**src/rtl/fetch_stage_if.sv**
```systemverilog
// Instruction-memory read port between the fetch stage (master) and a
// synchronous instruction memory (slave). Read data returns the cycle after the strobe.
interface fetch_stage_if #(
  parameter int PC_WIDTH    = 16,
  parameter int INSTR_WIDTH = 32
) ();
  logic [PC_WIDTH-1:0]    imem_addr;
  logic                   imem_rd_en;
  logic [INSTR_WIDTH-1:0] imem_rdata;

  modport master (output imem_addr, output imem_rd_en, input imem_rdata);
  modport slave  (input imem_addr, input imem_rd_en, output imem_rdata);
endinterface

```
**src/rtl/fetch_stage.sv**
```systemverilog
// Instruction fetch stage: owns the PC, issues synchronous imem reads, and holds the
// FE/DE register with a one-entry skid buffer that catches the in-flight word during a stall.
module fetch_stage #(
  parameter int          PC_WIDTH    = 16,
  parameter int          INSTR_WIDTH = 32,
  parameter int unsigned RESET_PC    = 0
) (
  input  logic                   clk,
  input  logic                   rst,
  fetch_stage_if.master          imem,
  input  logic                   DE_stall,
  input  logic                   EX_branch_taken,
  input  logic [PC_WIDTH-1:0]    EX_branch_target,
  input  logic                   halt,
  output logic [INSTR_WIDTH-1:0] FE_DE_instr,
  output logic [PC_WIDTH-1:0]    FE_DE_PC,
  output logic                   FE_DE_valid,
  output logic                   FE_halted
);

  typedef enum logic {S_RUN, S_HALT} state_t;

  state_t                 r_state;
  logic [PC_WIDTH-1:0]    r_pc;
  logic                   r_infl_vld_p0;
  logic [PC_WIDTH-1:0]    r_infl_pc_p0;
  logic                   r_skid_vld_p1;
  logic [INSTR_WIDTH-1:0] r_skid_instr_p1;
  logic [PC_WIDTH-1:0]    r_skid_pc_p1;
  logic                   r_fe_vld_p1;
  logic [INSTR_WIDTH-1:0] r_fe_instr_p1;
  logic [PC_WIDTH-1:0]    r_fe_pc_p1;
  logic                   r_halted;

  logic w_run;
  logic w_issue;
  logic w_capture;

  // Halt and branch outrank stall; a stall only captures when a word is actually returning.
  assign w_run     = (r_state == S_RUN);
  assign w_issue   = w_run & ~rst & ~DE_stall & ~halt & ~EX_branch_taken;
  assign w_capture = w_run & ~rst & ~halt & ~EX_branch_taken & DE_stall & r_infl_vld_p0;

  assign imem.imem_addr  = r_pc;
  assign imem.imem_rd_en = w_issue;

  assign FE_DE_instr = r_fe_instr_p1;
  assign FE_DE_PC    = r_fe_pc_p1;
  assign FE_DE_valid = r_fe_vld_p1;
  assign FE_halted   = r_halted;

  // Issue stage (p0) and FE/DE stage (p1) control, plus the RUN/HALT FSM
  always_ff @(posedge clk) begin
    if (rst) begin
      r_state       <= S_RUN;
      r_pc          <= PC_WIDTH'(RESET_PC);
      r_infl_vld_p0 <= 1'b0;
      r_skid_vld_p1 <= 1'b0;
      r_fe_vld_p1   <= 1'b0;
      r_fe_instr_p1 <= '0;
      r_fe_pc_p1    <= '0;
      r_halted      <= 1'b0;
    end else if (r_state == S_HALT) begin
      r_infl_vld_p0 <= 1'b0;
      r_skid_vld_p1 <= 1'b0;
      r_fe_vld_p1   <= 1'b0;
    end else if (halt) begin
      r_state       <= S_HALT;
      r_halted      <= 1'b1;
      r_infl_vld_p0 <= 1'b0;
      r_skid_vld_p1 <= 1'b0;
      r_fe_vld_p1   <= 1'b0;
    end else if (EX_branch_taken) begin
      r_pc          <= EX_branch_target;
      r_infl_vld_p0 <= 1'b0;
      r_skid_vld_p1 <= 1'b0;
      r_fe_vld_p1   <= 1'b0;
    end else if (DE_stall) begin
      if (r_infl_vld_p0) r_skid_vld_p1 <= 1'b1;
      r_infl_vld_p0 <= 1'b0;
    end else begin
      if (r_skid_vld_p1) begin
        r_fe_vld_p1   <= 1'b1;
        r_fe_instr_p1 <= r_skid_instr_p1;
        r_fe_pc_p1    <= r_skid_pc_p1;
        r_skid_vld_p1 <= 1'b0;
      end else begin
        r_fe_vld_p1   <= r_infl_vld_p0;
        r_fe_instr_p1 <= imem.imem_rdata;
        r_fe_pc_p1    <= r_infl_pc_p0;
      end
      r_infl_vld_p0 <= 1'b1;
      r_pc          <= r_pc + 1'b1;
    end
  end

  // Payload registers carry no reset; their valid bits above qualify them
  always_ff @(posedge clk) begin
    if (w_issue) r_infl_pc_p0 <= r_pc;
    if (w_capture) begin
      r_skid_instr_p1 <= imem.imem_rdata;
      r_skid_pc_p1    <= r_infl_pc_p0;
    end
  end

endmodule

```
**src/flat_wrapper.sv**
```systemverilog
// flat-port wrapper written by rule: the top's interface ports become plain ports
module fetch_stage_flat 
#(
  parameter int          PC_WIDTH    = 16,
  parameter int          INSTR_WIDTH = 32,
  parameter int unsigned RESET_PC    = 0
)
  (clk, rst, DE_stall, EX_branch_taken, EX_branch_target, halt, FE_DE_instr, FE_DE_PC, FE_DE_valid, FE_halted, imem_imem_addr, imem_imem_rd_en, imem_imem_rdata);
  fetch_stage_if #(.PC_WIDTH(PC_WIDTH), .INSTR_WIDTH(INSTR_WIDTH)) imem_i ();
  input  logic clk;
  input  logic rst;
  input  logic DE_stall;
  input  logic EX_branch_taken;
  input  logic [PC_WIDTH-1:0] EX_branch_target;
  input  logic halt;
  output logic [INSTR_WIDTH-1:0] FE_DE_instr;
  output logic [PC_WIDTH-1:0] FE_DE_PC;
  output logic FE_DE_valid;
  output logic FE_halted;
  output wire logic [$bits(imem_i.imem_addr)-1:0] imem_imem_addr;
  output wire logic [$bits(imem_i.imem_rd_en)-1:0] imem_imem_rd_en;
  input wire logic [$bits(imem_i.imem_rdata)-1:0] imem_imem_rdata;
  assign imem_imem_addr = imem_i.imem_addr;
  assign imem_imem_rd_en = imem_i.imem_rd_en;
  assign imem_i.imem_rdata = imem_imem_rdata;
  fetch_stage #(.PC_WIDTH(PC_WIDTH), .INSTR_WIDTH(INSTR_WIDTH), .RESET_PC(RESET_PC)) u_core (.clk(clk), .rst(rst), .imem(imem_i), .DE_stall(DE_stall), .EX_branch_taken(EX_branch_taken), .EX_branch_target(EX_branch_target), .halt(halt), .FE_DE_instr(FE_DE_instr), .FE_DE_PC(FE_DE_PC), .FE_DE_valid(FE_DE_valid), .FE_halted(FE_halted));
endmodule
```
**config.mk**
```make
export PLATFORM = sky130hd
export DESIGN_NAME = fetch_stage_flat
export DESIGN_NICKNAME = d
export VERILOG_FILES = /design/src/rtl/fetch_stage_if.sv /design/src/rtl/fetch_stage.sv /design/src/flat_wrapper.sv
export SDC_FILE = /design/constraint.sdc
export NUM_CORES = 1
export LEC_CHECK = 0
export CORE_ASPECT_RATIO = 1.5
export CORE_MARGIN = 10
export CORE_UTILIZATION = 45
export DETAILED_ROUTE_END_ITERATION = 7
export PLACE_DENSITY = 0.83
export SKIP_CTS_REPAIR_TIMING = 1
export SLEW_MARGIN = 0
export SYNTH_ARGS = -nofsm -noshare
export SYNTH_HDL_FRONTEND = slang
export SYNTH_SLANG_ARGS = --single-unit
```
**constraint.sdc**
```tcl
create_clock -name clk -period 3.24 [get_ports clk]
set_clock_uncertainty 0.15 [all_clocks]
set_input_delay 0.648 -clock clk [delete_from_list [all_inputs] [get_ports clk]]
set_output_delay 0.648 -clock clk [all_outputs]
set_load 0.01 [all_outputs]
```
==> flow_metrics.tcl <==
set metrics [dict create \
    status "finished, final reports clean" \
    ys_seq_elements 133 \
    synth_top_area_frac 0.369 \
    fmax_mhz 352 \
    netlist_instances 432 \
    clock_path_buffers 2 \
    nets 604 \
    slew_headroom 0.472 \
    yosys_warnings 0 \
    synth_top_cell_by_area "edfxtp_1" \
    ys.flop_type "dfxtp_1" \
    worstMarginPinSlew_ps 791 \
    clkLatencyLatePin_ps 400 \
    internal_power_uw 3110 \
    dp_slack_ps 12.9 \
    drt_iter0_drc 144 \
    ys_seq_area_frac 0.634 \
    async_reset_ff_frac 0 \
    drc 0 \
    clkSlewWorstSetupHoldPaths_ps 50 \
    netlist_area_um2 5210 \
    rsz0062_at_grt "no" \
    cap_viol_max_count 0 \
    start_util 0.457 \
    num_antenna_cells 0 \
    port_buffers 119 \
    grt_pass1_wl_um 20200 \
    synth_edf_count 64 \
    grtUsageMet2 0.262 \
    syn_to_final_growth_pct 37.5 \
    setup_violations 0 \
    power_density_nw_per_um2 554 \
    peakVddDrop_mv 0.369 \
    grt_overflow 0 \
    pwr-share-seq 0.465 \
    tritoncts "yes" \
    hold_start "u_core.r_infl_pc_p0[0]$_DFFE_PP_" \
    grt_max_degree 97 \
    syn-mean-instance-area_um2 12.1 \
    io_pins 120 \
    synthDistinctLibCells 43 \
    pwr-share-clk 0.457 \
    row_count 48 \
    timing.rr.start "u_core.imem.imem_addr[0]$_SDFFE_PP0P_" \
    fin_util 0.628 \
    p_switching_uw 861 \
    busiest_layer "met2" \
    synth_nets 486 \
    cts_sinks 133 \
    routed_wl_um 12600 \
    cp.arrival_ps 2040 \
    gp_congestion 0.862 \
    htreeDepth 4 \
    fin_crit_sh 0.876 \
    hold_viol 0 \
    synthTopCellsByArea "edfxtp_1 37%, dfxtp_1 27%, mux2i_1 9.6%" \
    routed_via_density 5.39 \
    wire_per_inst_um 17.7 \
    cp-start-kind "input port" \
    track_usage 0.153 \
    cts-root-buf "clkbuf_16" \
    die_area_um2 16400 \
    cp-startpoint "DE_stall" \
    final-max-slew-violation-count 0 \
    setup_slack_ps 401 \
    grt_pass1_vias 3867 \
    via_count 3846 \
    grtUsageMet1 0.170 \
    dr.pass1.iters 4 \
    p_total_uw 3970 \
    hp-class "reg2reg" \
    drive_gt1_frac 0.0941 \
    dp.final_hpwl_um 8820 \
    worstSetupPathType "in2out" \
    leakage_uw 0.00231 \
    core_um2 11400 \
    die_w_um 108 \
    crit_path_end_kind "output port" \
    swShare 0.217 \
    power_frac_comb 0.078 \
    post-route-min-period_ps 2840 \
    use_met3 0.0436 \
    hold_slack_ps 298 \
    cp_data_required_time_ps 2440 \
    cts_made_buffers 17 \
    antenna_found_initial 0 \
    die-height_um 152 \
    cp_max_fo 2 \
    ant_nets 0 \
]
[cell families after synthesis]
logic type / Yosys count / synth area share
fa+ha+maj: 1 / 0.00240
compound gates: 97 / 0.128
simple gates: 116 / 0.111
buf+inv: 35 / 0.0279
flops: 133 / 0.634
mux: 50 / 0.0960
[cell type report]
type	count	area, µm²
fill	895	4240
sequential	133	3300
multi-input combinational	264	1770
timing repair buffer	130	1310
clock buffer	21	480
tap	150	188
clock inverter	11	100
inverter	4	15.0
[flip-flops by register name (all words and copies together) (netlist names)]
| register | flops |
|---|---|
| u_core.r_skid_instr_p1 | 32 |
| u_core.FE_DE_valid | 1 |
| u_core.r_state | 1 |
| u_core.r_infl_pc_p0 | 16 |
| u_core.imem.imem_addr | 16 |
| u_core.FE_DE_PC | 16 |
| u_core.r_skid_vld_p1 | 1 |
| u_core.FE_halted | 1 |
| u_core.r_infl_vld_p0 | 1 |
| u_core.r_skid_pc_p1 | 16 |
| u_core.FE_DE_instr | 32 |
[power by group through the flow]
stage | Combinational [µW] | Sequential [µW] | Clock (µW)
floorplan | 116 | 1890 | 0
global placement | 305 | 1880 | 0
detailed placement | 313 | 1880 | 0
CTS | 315 | 1840 | 1860
global route | 340 | 1850 | 1930
finish | 311 | 1840 | 1810
[synthesized netlist by cell type (all sizes together) (3+ instances only)]
master and instances:
inv 4, nor3 3, or3 3, buf 18, clkbuf 13, nor2 57, a21oi 13, or4 5
edfxtp 64, and4 4, a31oi 7, o211ai 3, nand3 10, nand4 4, nand2 16, and3 3
o21ai 10, mux2i 50, a211oi 51, dfxtp 69
[critical path, cell delays in order]
cell and delay [ps]:
clkdlybuf4s50_1 430, or4_4 550, nor2_1 200, dlymetal6s2s_1 210
[per-layer routing]
| layer | wire length, µm | vias up |
|---|---|---|
| met2 | 6560 | 142 |
| li1 | - | 1879 |
| met4 | 314 | 0 |
| met5 | 0 | - |
| met1 | 5000 | 1799 |
| met3 | 766 | 26 |
[stage by stage]
| stage | area [µm²] | setup TNS [ps] | std cells |
|---|---|---|---|
| CTS | 7160 | 0 | 713 |
| finish | 7170 | 0 | 713 |
| floorplan | 5210 | 0 | 432 |
| global route | 7170 | 0 | 713 |
| global placement | 6580 | -7.86 | 681 |
| detailed placement | 6580 | 0 | 681 |
[final timing paths]
check	endpoint	slack, ps	cells after the start
hold reg to reg	u_core.r_skid_pc_p1[0]$_DFFE_PP_	300	0
setup / recovery	imem_imem_rd_en	400	4
hold / removal	u_core.r_skid_pc_p1[0]$_DFFE_PP_	300	0
setup reg to reg	u_core.imem.imem_addr[10]$_SDFFE_PP0P_	1020	5
[layout by cell type, fill, tap and decap left out, types with 10 or more instances in the layout]
cell	count
a211oi_1	51
clkdlybuf4s50_1	117
nand2_1	16
dfxtp_1	68
clkbuf_16	17
a21oi_1	13
edfxtp_1	64
nor2_1	57
mux2i_1	50
o21ai_0	10
No activity file was read; power rests on OpenSTA's default activity.
